**src/rtl/addepadcrc_if.sv**
```systemverilog
// Byte-stream bundle for the pad/FCS stage: clock-enable, frame enable, valid/data in,
// registered valid/data out towards the preamble inserter.
interface addepadcrc_if;
  logic       i_ce;
  logic       i_en;
  logic       i_v;
  logic [7:0] i_d;
  logic       o_v;
  logic [7:0] o_d;

  modport master (output i_ce, i_en, i_v, i_d, input  o_v, o_d);
  modport slave  (input  i_ce, i_en, i_v, i_d, output o_v, o_d);
endinterface

```
**src/rtl/addepadcrc.sv**
```systemverilog
// Ethernet TX stage: zero-pads a raw frame to MIN_LENGTH bytes and appends the
// IEEE 802.3 CRC-32 FCS, one byte per i_ce step with one step of latency.
module addepadcrc #(
  parameter int MIN_LENGTH = 60,
  parameter int LGCNT      = 11
) (
  input  logic        i_clk,
  input  logic        i_reset_n,
  addepadcrc_if.slave bus
);

  typedef enum logic [1:0] {IDLE, DATA, PAD, FCS} state_e;

  localparam logic [31:0] POLY = 32'hEDB88320;

  state_e           state_q, state_d;
  logic [31:0]      crc_q, crc_d;
  logic [LGCNT-1:0] count_q, count_d;
  logic [1:0]       idx_q, idx_d;
  logic             en_q, en_d;
  logic             drop_q, drop_d;
  logic             ov_q, ov_d;
  logic [7:0]       od_q, od_d;

  logic [31:0]      fcs;
  logic [LGCNT-1:0] count_inc;
  logic             short_frame;

  // Reflected CRC-32, LSB of the byte enters first.
  function automatic logic [31:0] crc_byte(input logic [31:0] crc, input logic [7:0] b);
    logic [31:0] c;
    c = crc ^ {24'h000000, b};
    for (int unsigned i = 0; i < 8; i++) begin
      c = c[0] ? ((c >> 1) ^ POLY) : (c >> 1);
    end
    return c;
  endfunction

  assign fcs         = ~crc_q;
  assign count_inc   = (count_q == '1) ? count_q : count_q + LGCNT'(1);
  assign short_frame = int'(count_q) < MIN_LENGTH;

  always_comb begin
    state_d = state_q;
    crc_d   = crc_q;
    count_d = count_q;
    idx_d   = idx_q;
    en_d    = en_q;
    drop_d  = drop_q;
    ov_d    = ov_q;
    od_d    = od_q;

    if (bus.i_ce) begin
      case (state_q)
        IDLE: begin
          crc_d = '1;
          ov_d  = 1'b0;
          od_d  = '0;
          // A dropped frame is ignored until its valid finally goes low here.
          if (!bus.i_v) begin
            drop_d = 1'b0;
          end else if (!drop_q) begin
            ov_d    = 1'b1;
            od_d    = bus.i_d;
            en_d    = bus.i_en;
            crc_d   = crc_byte('1, bus.i_d);
            count_d = LGCNT'(1);
            state_d = DATA;
          end
        end

        DATA: begin
          if (bus.i_v) begin
            ov_d    = 1'b1;
            od_d    = bus.i_d;
            crc_d   = crc_byte(crc_q, bus.i_d);
            count_d = count_inc;
          end else if (!en_q) begin
            ov_d    = 1'b0;
            od_d    = '0;
            state_d = IDLE;
          end else if (short_frame) begin
            ov_d    = 1'b1;
            od_d    = '0;
            crc_d   = crc_byte(crc_q, 8'h00);
            count_d = count_inc;
            state_d = PAD;
          end else begin
            ov_d    = 1'b1;
            od_d    = fcs[7:0];
            idx_d   = 2'd1;
            state_d = FCS;
          end
        end

        PAD: begin
          drop_d = drop_q | bus.i_v;
          ov_d   = 1'b1;
          if (short_frame) begin
            od_d    = '0;
            crc_d   = crc_byte(crc_q, 8'h00);
            count_d = count_inc;
          end else begin
            od_d    = fcs[7:0];
            idx_d   = 2'd1;
            state_d = FCS;
          end
        end

        FCS: begin
          drop_d = drop_q | bus.i_v;
          ov_d   = 1'b1;
          od_d   = fcs[{idx_q, 3'b000} +: 8];
          idx_d  = idx_q + 2'd1;
          if (idx_q == 2'd3) begin
            state_d = IDLE;
          end
        end

        default: state_d = IDLE;
      endcase
    end
  end

  always_ff @(posedge i_clk or negedge i_reset_n) begin
    if (!i_reset_n) begin
      state_q <= IDLE;
      crc_q   <= '1;
      count_q <= '0;
      idx_q   <= '0;
      en_q    <= 1'b0;
      drop_q  <= 1'b0;
      ov_q    <= 1'b0;
      od_q    <= '0;
    end else begin
      state_q <= state_d;
      crc_q   <= crc_d;
      count_q <= count_d;
      idx_q   <= idx_d;
      en_q    <= en_d;
      drop_q  <= drop_d;
      ov_q    <= ov_d;
      od_q    <= od_d;
    end
  end

  assign bus.o_v = ov_q;
  assign bus.o_d = od_q;

endmodule

```
**src/flat_wrapper.sv**
```systemverilog
// flat-port wrapper written by rule: the top's interface ports become plain ports
module addepadcrc_flat 
#(
  parameter int MIN_LENGTH = 60,
  parameter int LGCNT      = 11
)
  (i_clk, i_reset_n, bus_i_ce, bus_i_en, bus_i_v, bus_i_d, bus_o_v, bus_o_d);
  addepadcrc_if bus_i ();
  input  logic i_clk;
  input  logic i_reset_n;
  input wire logic [$bits(bus_i.i_ce)-1:0] bus_i_ce;
  input wire logic [$bits(bus_i.i_en)-1:0] bus_i_en;
  input wire logic [$bits(bus_i.i_v)-1:0] bus_i_v;
  input wire logic [$bits(bus_i.i_d)-1:0] bus_i_d;
  output wire logic [$bits(bus_i.o_v)-1:0] bus_o_v;
  output wire logic [$bits(bus_i.o_d)-1:0] bus_o_d;
  assign bus_i.i_ce = bus_i_ce;
  assign bus_i.i_en = bus_i_en;
  assign bus_i.i_v = bus_i_v;
  assign bus_i.i_d = bus_i_d;
  assign bus_o_v = bus_i.o_v;
  assign bus_o_d = bus_i.o_d;
  addepadcrc #(.MIN_LENGTH(MIN_LENGTH), .LGCNT(LGCNT)) u_core (.i_clk(i_clk), .i_reset_n(i_reset_n), .bus(bus_i));
endmodule
```
**config.mk**
```make
export PLATFORM = sky130hd
export DESIGN_NAME = addepadcrc_flat
export DESIGN_NICKNAME = d
export VERILOG_FILES = /design/src/rtl/addepadcrc_if.sv /design/src/rtl/addepadcrc.sv /design/src/flat_wrapper.sv
export SDC_FILE = /design/constraint.sdc
export NUM_CORES = 1
export LEC_CHECK = 0
export BUFFER_PORTS_ARGS = -buffer_cell sky130_fd_sc_hd__buf_2
export CAP_MARGIN = 10
export CORE_MARGIN = 4
export CORE_UTILIZATION = 56
export DETAILED_ROUTE_END_ITERATION = 8
export PLACE_DENSITY = 0.73
export SLEW_MARGIN = 20
export SYNTH_ARGS = -nofsm -noshare
export SYNTH_HDL_FRONTEND = slang
export SYNTH_SLANG_ARGS = --single-unit
```
**constraint.sdc**
```tcl
create_clock -name i_clk -period 3.35 [get_ports i_clk]
set_clock_uncertainty 0.1 [all_clocks]
set_input_delay 0.1675 -clock i_clk [delete_from_list [all_inputs] [get_ports i_clk]]
set_output_delay 0.1675 -clock i_clk [all_outputs]
set_load 0.1 [all_outputs]
```
# == Yosys cells after proc, flatten, opt, wreduce, memory -nomap -nowiden ==
# Index checks and enable logic that the tools add are counted.
# totals
reg_bits,58
in_bits,13
out_inout_bits,9
wordCells,127
# classes
n_addsub,2
order_cmp,1
n_eq_ne,13
shifts,1
mux,62
n_bitwise,29
reduce_logical,11
# ops
operator,count
32-bit two-way mux,29
13-bit inverter with 14-bit output,24
32-bit case mux with 3 select lines,1
11-bit two-way mux,6
8-bit two-way mux,5
11-bit case mux with 3 select lines,1
32-bit inverter,1
8-bit inverter with 32-bit output,1
8-bit case mux with 4 select lines,1
32-bit by 6-bit indexed part select with 8-bit output,1
32-bit by 8-bit XOR with 32-bit output,1
2-bit two-way mux,9
11-bit by 1-bit adder with 11-bit output (second input constant),1
11-bit == test (second input constant),1
11-bit by 6-bit < comparator with 1-bit output (second input constant),1
2-bit inequality test (second input constant),5
2-bit case mux with 4 select lines,1
4-bit AND reduction,2
2-bit == test (second input constant),3
1-bit two-way mux,6
2-bit case mux with 3 select lines,1
3-bit AND reduction,2
6-bit AND reduction,1
3-bit nonzero test,2
other kinds (12),13

# == Longest topological paths before layout ==
# depth
ltp_word,20
depth_mapped,10
ltp_nobuf,8

# == Worst setup path before layout ==
# OpenSTA, ideal clock, no wires.
# synth_timing
path_kind,reg2reg
start,register u_core.count_q[10]
end,register u_core.crc_q[6]
arrival_time_ns,2.060
required_ns,3.173
path_slack_ns,1.113
stages_incl_launch_ff,7
n_path_buf,0
synth_period_minus_slack_ns,2.237
path_cell_list,dfrtp_1 -> or4_4 -> nor3_4 -> mux2_2 -> a22oi_1 -> a221oi_1 -> a21o_1
# synth_via
elab_chain_cells,5
# synth_lines
element,line_no,rtl
"start, declared",addepadcrc.sv:18,"logic [LGCNT-1:0] count_q, count_d;"
"start signal, assigned",addepadcrc.sv:138,count_q <= count_d;
11-bit by 6-bit < comparator with 1-bit output (*),addepadcrc.sv:41,assign short_frame = int'(count_q) < MIN_LENGTH;
32-bit two-way mux (*),-,
32-bit two-way mux (2 in a row),-,
32-bit case mux with 3 select lines (*),-,
"end signal, assigned",addepadcrc.sv:137,crc_q <= crc_d;
"end, declared",addepadcrc.sv:17,"logic [31:0] crc_q, crc_d;"
# Every way passes the cells marked *; elsewhere a longest branch is shown, timed or not. The select of a mux whose other input is x is not followed.
# A chain may end at the register's enable or synchronous reset.

==> impl_metrics.toml <==
[clock_tree]
clock_sinks = 58
cts_max_level = 3
clock_latency_ns = 0.36
cts_made_buffers = 9
cts_setup_buffers = 0
cts-root-buf = "clkbuf_8"
cts_tree = "built"
path_clk_slew_ns = 0.08
clock_path_buffers = 2

[synthesis]
synthMuxAreaShare_pct = 3.65
yosysWarnings = 0
syn_avg_cell_area_um2 = 8.68
synthSimpleGateAreaFrac_pct = 12.8
synth_area_leaders = "xnor2_1, dfstp_2, dfrtp_1"
synth_edf_count = 0
synthCells = 688
yosysTopAreaCell = "xnor2_1"
ys.flop_type = "dfstp_2"
synthAdderAreaFrac_pct = 1.26
synth_seq_cells = 58
synth_top_area_share_pct = 14.4
synth_xor_area_share_pct = 30.5
async_flop_share_pct = 100
syn_nets = 707
synth_area_mm2 = 0.00597
yosysUniqueCellTypes = 64
synth_top_family_by_area = "XOR/XNOR gates"
synth_compound_area_share_pct = 21.6
yosysSeqAreaShare_pct = 25.0

[worst_setup_path]
cpPeakStageDelay_ns = 0.79
path_depth = 6
crit_type = "reg -> reg"
critPathSlowestCell = "and2_1"
critPathMaxFanout = 18
start_kind = "register"
cp-end-kind = "register"
path_cells = "inv_1, ha_1, and2_1, nor2_1, nor3_1, a32o_1"
crit_family = "simple AND/OR/NAND/NOR gates"
reg2reg_depth = 6
worstPathRequired_ns = 3.55
arrival_ns = 2.95
critPathBufInv = 1

[sta]
fin_crit_sh_pct = 82.1
hold_violations = 0
relSlewSlack_pct = 26.6
setup_viol = 0
maxSlewViolCount = 0
grt_setup_unrepaired = "false"
period_needed_ns = 2.75
final.setup.tns_ns = 0
worst_pin_slew_ns = 1.09
fmax_mhz = 364

[routing]
drc = 0
via_count = 5418
ant_nets = 0
wl_per_cell_um = 22.8
avgViaCountPerCell = 6.54
drt-pass1-iter-count = 8
drt_iter0_drc = 695
routed_wirelength_um = 18900

[floorplan]
core-area_mm2 = 0.0104
chipWidth_um = 111
die_height_um = 111
fp.dieArea_mm2 = 0.0124
rows = 37
initial_core_util_pct = 57.6
pin_count = 22

[cells_and_area]
synthToLayoutAreaGrowth_pct = 6.54
nets = 706
final_cell_mix = "xnor2_1, o21ai_0, nand2_1"
seq_area_mm2 = 0.00149
drive_gt1_share_pct = 17.6
fillers = 912
num_antenna_cells = 0
final_common_cell = "xnor2_1"
multi_input_area_mm2 = 0.00417

[min_path]
hold_class = "in -> reg"
min_path_cells = 3

[global_route]
antenna_found_initial = 0
grt_start_max_net_pins = 41
overflow = 0
grt_pass1_vias = 5306
grt_util_all_layers_pct = 30.8
grt_pass1_wl_um = 30200

[placement]
dp.final_hpwl_um = 13100
port_buffers = 21
gp_congestion = 0.993

[status]
status = "completed"

[flow_run]
maxCapViolations = 0
[metal layers]
layer	GRT usage (%)	part of all wire (%)	vias to the layer above
li1	-	-	2397
met1	42.6	40	2545
met2	46.7	44	406
met4	12.2	3.6	0
met3	6.99	12	70
met5	0	0	-
[registers in the layout (all words and copies together), names as in the netlist, named ones only]
signal,flops
u_core.crc_q,32
u_core.count_q,11
u_core.bus.o_d,8
u_core.idx_q,2
u_core.bus.o_v,1
u_core.drop_q,1
u_core.en_q,1
u_core.state_q,1
[per-stage QoR]
step	utilization, %	cells	cell area, µm²	hold slack (ns)	setup slack (ns)
after floorplan	-	688	5970	-0.228	1.11
after global placement	59.1	810	6130	0.275	0.759
after detailed placement	59.1	810	6130	0.284	0.671
after CTS	61.3	828	6360	0.0701	0.653
after global routing	61.3	828	6360	0.104	0.388
final	61.3	828	6360	0.0889	0.599
[path summary, 6_finish.rpt]
path	startpoint	to	slack (ns)
worst min register to register	u_core.idx_q[0]$_DFFE_PN0P_	u_core.idx_q[0]$_DFFE_PN0P_	0.40
min in group asynchronous	i_reset_n	u_core.count_q[4]$_DFFE_PN0P_	0.39
max in group asynchronous	i_reset_n	u_core.crc_q[22]$_DFFE_PN1P_	1.88
worst min-delay path	bus_i_v	u_core.drop_q$_DFFE_PN0P_	0.09
worst max register to register	register	u_core.count_q[10]$_DFFE_PN0P_	0.60
worst max-delay path	register	u_core.count_q[10]$_DFFE_PN0P_	0.60
[cells in the mapped netlist, drive strengths merged, types with 4 or more instances]
cell type	instances
a211oi	6
a21oi	53
a221oi	4
a22o	7
a31oi	4
and2	4
buf	21
clkbuf	34
dfrtp	26
dfstp	32
ha	6
inv	12
mux2	10
mux2i	6
nand2	61
nand2b	8
nand3	13
nand4	5
nor2	48
nor2b	15
nor3	5
o211ai	4
o21a	4
o21ai	74
o221ai	8
o22ai	6
o31a	6
o31ai	6
xnor2	109
xnor3	4
xor2	50
xor3	4
[cell families (layout without fill, tap and decap cells)]
family	count (synthesis)	in the layout
compound gates	206	206
xor+xnor	167	167
simple gates	166	166
buf+inv	67	71
flops	58	58
mux	18	18
fa+ha+maj	6	6
[worst min-delay path, stage by stage]
cell,delay [ns]
buf_2,0.20
a21oi_1,0.06
nor2_1,0.08
[what timing repair did]
item / CTS / global route
hold buffers: 2 / 0
hold endpoints to repair: 24 / 0
resized for setup: 0 / 0
[layout make-up]
type,count,share of cell area (%)
multi-input cells,563,65.6
flip-flops and latches,58,23.5
repair buffers,43,4.33
clock buffers,14,2.71
well taps,136,2.68
inverters,12,0.708
clock inverters,2,0.551
Power is not shown: default switching activity piles up to over one toggle a cycle in this logic, so the estimate is an artifact.
